**src/rtl/cnn_window_buffer_if.sv**
```systemverilog
// Handshake bundle between the pixel source, cnn_window_buffer and the window consumer.
interface cnn_window_buffer_if #(
  parameter int DW = 16,
  parameter int K  = 7
);
  logic [DW-1:0]     pix_in;
  logic              pix_valid;
  logic              pix_ready;
  logic [DW*K*K-1:0] win_out;
  logic              win_valid;
  logic              win_ready;
  logic              frame_done;

  modport master (
    output pix_in, pix_valid, win_ready,
    input  pix_ready, win_out, win_valid, frame_done
  );

  modport slave (
    input  pix_in, pix_valid, win_ready,
    output pix_ready, win_out, win_valid, frame_done
  );
endinterface

```
**src/rtl/cnn_window_buffer.sv**
```systemverilog
// Streaming K x K window builder over K-1 line memories; raster-order pixels in, flat windows out.
// Optional macro CNN_WINBUF_STRIDE2_EN emits only every second window in both directions.
module cnn_window_buffer #(
  parameter int DW    = 16,
  parameter int K     = 7,
  parameter int IMG_W = 28,
  parameter int IMG_H = 28
) (
  input  logic              clk,
  input  logic              rst_n,
  cnn_window_buffer_if.slave bus
);
  localparam int WW = DW * K * K;
  localparam int CW = (IMG_W > 1) ? $clog2(IMG_W) : 1;
  localparam int RW = (IMG_H > 1) ? $clog2(IMG_H) : 1;
  localparam logic [CW-1:0] COL_LAST  = CW'(IMG_W - 1);
  localparam logic [RW-1:0] ROW_LAST  = RW'(IMG_H - 1);
  localparam logic [CW-1:0] COL_FIRST = CW'(K - 1);
  localparam logic [RW-1:0] ROW_FIRST = RW'(K - 1);

  logic [CW-1:0] col_q, col_d;
  logic [RW-1:0] row_q, row_d;
  logic [WW-1:0] win_q, win_d;
  logic          win_valid_q, win_valid_d;
  logic          frame_done_q, frame_done_d;
  logic          accept_s;
  logic          complete_s;
  logic [CW-1:0] col_off_s;
  logic [RW-1:0] row_off_s;

  // Line memories: row 0 holds the oldest line, row K-2 the line just above the incoming pixel.
  logic [DW-1:0] lmem_q [0:K-2][0:IMG_W-1];

  assign accept_s      = bus.pix_valid && bus.pix_ready;
  assign bus.pix_ready = !win_valid_q || bus.win_ready;
  assign bus.win_out   = win_q;
  assign bus.win_valid = win_valid_q;
  assign bus.frame_done = frame_done_q;
  assign col_off_s     = col_q - COL_FIRST;
  assign row_off_s     = row_q - ROW_FIRST;

  // Decide whether the pixel at (row_q, col_q) closes an emitted window.
  always_comb begin
    complete_s = (row_q >= ROW_FIRST) && (col_q >= COL_FIRST);
`ifdef CNN_WINBUF_STRIDE2_EN
    if ((row_off_s[0] != 1'b0) || (col_off_s[0] != 1'b0)) begin
      complete_s = 1'b0;
    end else begin
      complete_s = complete_s;
    end
`endif
  end

  // Raster position counters and the frame-end pulse.
  always_comb begin
    col_d        = col_q;
    row_d        = row_q;
    frame_done_d = 1'b0;
    if (accept_s) begin
      if (col_q == COL_LAST) begin
        col_d = {CW{1'b0}};
        if (row_q == ROW_LAST) begin
          row_d        = {RW{1'b0}};
          frame_done_d = 1'b1;
        end else begin
          row_d = row_q + RW'(1);
        end
      end else begin
        col_d = col_q + CW'(1);
      end
    end else begin
      frame_done_d = 1'b0;
    end
  end

  // Window shift: drop the left column, append the line-memory column plus the new pixel.
  always_comb begin
    win_d = win_q;
    if (accept_s) begin
      for (int j = 0; j < K; j++) begin
        for (int i = 0; i < K - 1; i++) begin
          win_d[(K*j+i)*DW +: DW] = win_q[(K*j+i+1)*DW +: DW];
        end
      end
      for (int j = 0; j < K - 1; j++) begin
        win_d[(K*j+K-1)*DW +: DW] = lmem_q[j][col_q];
      end
      win_d[(K*(K-1)+K-1)*DW +: DW] = bus.pix_in;
    end else begin
      win_d = win_q;
    end
  end

  // Output valid: load on a completing accept, otherwise clear once the consumer takes it.
  always_comb begin
    win_valid_d = win_valid_q;
    if (accept_s && complete_s) begin
      win_valid_d = 1'b1;
    end else if (bus.win_ready) begin
      win_valid_d = 1'b0;
    end else begin
      win_valid_d = win_valid_q;
    end
  end

  // State registers.
  always_ff @(posedge clk or negedge rst_n) begin
    if (!rst_n) begin
      col_q        <= {CW{1'b0}};
      row_q        <= {RW{1'b0}};
      win_q        <= {WW{1'b0}};
      win_valid_q  <= 1'b0;
      frame_done_q <= 1'b0;
    end else begin
      col_q        <= col_d;
      row_q        <= row_d;
      win_q        <= win_d;
      win_valid_q  <= win_valid_d;
      frame_done_q <= frame_done_d;
    end
  end

  // Line-memory column rotation; contents are don't-care until K-1 lines have streamed in.
  always_ff @(posedge clk) begin
    if (accept_s) begin
      for (int r = 0; r < K - 2; r++) begin
        lmem_q[r][col_q] <= lmem_q[r+1][col_q];
      end
      lmem_q[K-2][col_q] <= bus.pix_in;
    end
  end
endmodule

```
**src/flat_wrapper.sv**
```systemverilog
// flat-port wrapper written by rule: the top's interface ports become plain ports
module cnn_window_buffer_flat 
#(
  parameter int DW    = 16,
  parameter int K     = 7,
  parameter int IMG_W = 28,
  parameter int IMG_H = 28
)
  (clk, rst_n, bus_pix_in, bus_pix_valid, bus_win_ready, bus_pix_ready, bus_win_out, bus_win_valid, bus_frame_done);
  cnn_window_buffer_if #(.DW(DW), .K(K)) bus_i ();
  input  logic clk;
  input  logic rst_n;
  input wire logic [$bits(bus_i.pix_in)-1:0] bus_pix_in;
  input wire logic [$bits(bus_i.pix_valid)-1:0] bus_pix_valid;
  input wire logic [$bits(bus_i.win_ready)-1:0] bus_win_ready;
  output wire logic [$bits(bus_i.pix_ready)-1:0] bus_pix_ready;
  output wire logic [$bits(bus_i.win_out)-1:0] bus_win_out;
  output wire logic [$bits(bus_i.win_valid)-1:0] bus_win_valid;
  output wire logic [$bits(bus_i.frame_done)-1:0] bus_frame_done;
  assign bus_i.pix_in = bus_pix_in;
  assign bus_i.pix_valid = bus_pix_valid;
  assign bus_i.win_ready = bus_win_ready;
  assign bus_pix_ready = bus_i.pix_ready;
  assign bus_win_out = bus_i.win_out;
  assign bus_win_valid = bus_i.win_valid;
  assign bus_frame_done = bus_i.frame_done;
  cnn_window_buffer #(.DW(DW), .K(K), .IMG_W(IMG_W), .IMG_H(IMG_H)) u_core (.clk(clk), .rst_n(rst_n), .bus(bus_i));
endmodule
```
**config.mk**
```make
export PLATFORM = sky130hd
export DESIGN_NAME = cnn_window_buffer_flat
export DESIGN_NICKNAME = d
export VERILOG_FILES = /design/src/rtl/cnn_window_buffer_if.sv /design/src/rtl/cnn_window_buffer.sv /design/src/flat_wrapper.sv
export SDC_FILE = /design/constraint.sdc
export NUM_CORES = 2
export LEC_CHECK = 0
export ABC_AREA = 1
export BUFFER_PORTS_ARGS = -buffer_cell sky130_fd_sc_hd__buf_4
export CAP_MARGIN = 40
export CORE_ASPECT_RATIO = 0.75
export CORE_MARGIN = 5
export CORE_UTILIZATION = 40
export DETAILED_ROUTE_END_ITERATION = 6
export GPL_ROUTABILITY_DRIVEN = 0
export PLACE_DENSITY = 0.54
export SYNTH_ARGS = -nofsm -noshare
export SYNTH_HDL_FRONTEND = slang
export SYNTH_SLANG_ARGS = --single-unit
```
**constraint.sdc**
```tcl
create_clock -name clk -period 10.3 [get_ports clk]
set_input_delay 0.515 -clock clk [delete_from_list [all_inputs] [get_ports clk]]
set_output_delay 0.515 -clock clk [all_outputs]
set_load 0.02 [all_outputs]
```
==> out/results.txt <==
# fillers: 33120
share of Yosys cell area claimed by the top area cell type: 0.5647
Fmax: 190.0 MHz
Area growth syn-to-layout: 16.14%
hold buffers post-CTS: 7
gr usage total: 0.2465
Crit. End Element: register
DRT Pass-1 Iters: 6
Crit-path slowest cell: dfrtp_4
final setup violation count: 0
# IOs: 807
sequential share of the synthesized area: 0.7040
max-cap violations: 0
CP delay by family, top: buffers and inverters
first-pass GRT wire length: 671400 um
WP buf/inv: 5
total grt overflow: 0
Post-CTS Setup Inserts: 0
Vert. Die Dim: 527.7 um
Final Power: 57.06 mW
status: completed
post-synthesis compound-gate area fraction: 0.04077
DR vias: 98380
vias per cell: 5.052
die area: 369500 um^2
synth warn: 0
layout cells sized above 1: 0.1115
cell count after synthesis: 13740
relative slew slack: 0.2896
Setup Skew: 60.74 ps
IO buf count: 806
Slowest Stage Delay on Critical Path: 780 ps
largest net degree at the start of global routing: 210
Synth Area in Simple Gates: 0.1848
final setup TNS: 0 ps
Multi-input gate area: 32610 um^2
CP Max Fanout: 126
multiplexer area fraction after synthesis: 0
antenna viol nets, final: 0
Cell Chain, Critical Path: inv_8, buf_4, buf_12, buf_4, nand3_1, nand2_1, nand2_1, nand2_1, nor2_1, nand3_1, buf_4, nand2_1, nand2_1
Net Count, Synth: 13760
Pleak: 71.53 nW
Site Rows: 190
Sink Count: 3484
core region area: 356600 um^2
hold crit path type: in -> reg
peak supply drop: 0.0002515 V
syn_area_per_cell: 10.41 um^2
Slew Viols, Final: 0
post-synth cell types: 32
total CTS buffers: 347
CP most frequent cell: nand2_1
1st-iter DRT viols: 11940
Die W: 700.3 um
worst slew pin tran: 1066 ps
CP Data Arrival Time: 6090 ps
H-tree levels: 5
number of global-route vias before repair: 89480
Tmin final: 5264 ps
Synth Area in Adders: 0.0005252
Nets: 14510
post-synth top area cell: edfxtp_1
clk buf depth: 4
clk slew on worst S/H paths: 60 ps
post-CTS resize count: 0
number of flops mapped to enable cells by yosys: 2688
Worst-Skew Late Latency: 920 ps
main area contributors after synthesis: edfxtp_1, dfrtp_1, nand2_1, inv_1, o21ai_0
FF-to-FF setup slack: 5040 ps
DRT Wirelength: 470300 um
drt drc: 0
Critical Path RT: 11130 ps
P per Cell Area: 343.7 nW/um^2
ys async rst share: 0.2285
Crit Path Category: reg -> reg
FF+latch area: 100600 um^2
cell area after synthesis: 142900 um^2
unrepaired setup endpoints after global routing: no
number of antenna violations at the first check in global routing: 31
TritonCTS clock tree: yes
synthesized flop and latch total: 3484
top_reg_cell synth: edfxtp_1
main combinational cell family by area after synthesis: simple AND/OR/NAND/NOR gates
CTS root buffer: clkbuf_16
dpl hpwl: 274300 um
final hold violation count: 0
Final Cycle Share: 0.5111
routed len/inst: 24.15 um
Worst Setup Start Kind: register
Initial Utilization: 0.4008
xor and xnor area share after synthesis: 0.0001225
flip-flops by register name, indices dropped and copies added (netlist names):
signal / cells
u_core.bus.win_out: 784
u_core.row_q: 5
u_core.lmem_q: 2688
u_core.col_q: 5
u_core.bus.win_valid: 1
u_core.bus.frame_done: 1
routing by layer:
layer	wire length (um)	up-vias	global-route usage
li1	-	45620	-
met4	12430	6	0.06008
met2	205400	3934	0.3680
met3	35610	661	0.03524
met1	216900	48160	0.3784
met5	41	-	0.001948
through the flow:
stage	util	cell area, um^2	hold WS [ps]	std cells	setup WS, ps
after floorplan	-	142900	219.4	13740	1749
after global placement	0.4297	153200	467.3	18760	5017
after detailed placement	0.4342	154800	470.5	18830	5011
after CTS	0.4654	166000	18.69	19460	5072
after global routing	0.4655	166000	48.53	19460	4803
final	0.4655	166000	74.67	19470	5036
layout make-up:
cell class,instances,share of cell area
multi-input combinational,7940,0.1964
sequential,3484,0.6063
timing repair buffer,1095,0.05814
clock buffer,468,0.05791
tap,4704,0.03545
clock inverter,156,0.008803
inverter,1614,0.03680
antenna,13,0.0001960
path summary, 6_finish.rpt:
| path | cells after the start | startpoint | to |
|---|---|---|---|
| max | 13 | u_core.col_q[1] | u_core.bus.win_out[657] |
| min | 1 | bus_pix_in[0] | u_core.lmem_q[5][128] |
| max reg2reg | 13 | u_core.col_q[1] | u_core.bus.win_out[657] |
| min reg2reg | 2 | u_core.bus.win_out[349] | u_core.bus.win_out[349] |
| max in group asynchronous | 4 | rst_n | u_core.bus.win_out[662] |
| min in group asynchronous | 2 | rst_n | u_core.bus.win_out[132] |
cells in the final DEF, fill, tap and decap left out, drive strengths merged:
cell type,count
a21oi,100
a31o,1
and2,2
buf,1088
bufinv,22
clkbuf,468
clkinv,112
clkinvlp,15
dfrtp,796
diode,13
dlygate4sd3,7
edfxtp,2688
ha,6
inv,1621
nand2,5255
nand3,734
nand4,2
nor2,773
nor3,2
o21ai,1061
o311ai,1
or2,1
xor2,2
kinds of logic (layout without fill, tap and decap cells):
family,after synthesis,count (layout)
AOI/OAI and AO/OA,1163,1163
buffers and inverters,2313,3333
xor gates and xnor gates,2,2
DFF,3484,3484
other,0,13
adders and majority gates,6,6
and+or+nand+nor,6769,6769
Yosys cell counts (2+ instances only):
library cell  instances
o21ai_1              53
nor2_8                2
inv_1              1601
nand3_2               2
ha_1                  6
nor2_4                3
o21ai_0            1008
and2_1                2
inv_2                 9
inv_4                 2
dfrtp_1             796
nor2_2                3
xor2_1                2
buf_6                89
buf_4                60
clkbuf_1            206
nand4_1               2
a21oi_1             100
edfxtp_1           2688
buf_1                40
nand2_1            5254
nor2_1              765
buf_2               303
nand3_1             732
nor3_1                2
where the power goes:
part | total (mW) | switching, mW | leakage (nW) | internal [mW]
clock network | 12.6 | 5.53 | 5.39 | 7.11
logic | 22.0 | 16.2 | 31.5 | 5.80
registers | 22.4 | 1.68 | 34.7 | 20.7
total | 57.1 | 23.5 | 71.5 | 33.6
Note: power is estimated with default switching activity, not from simulation.
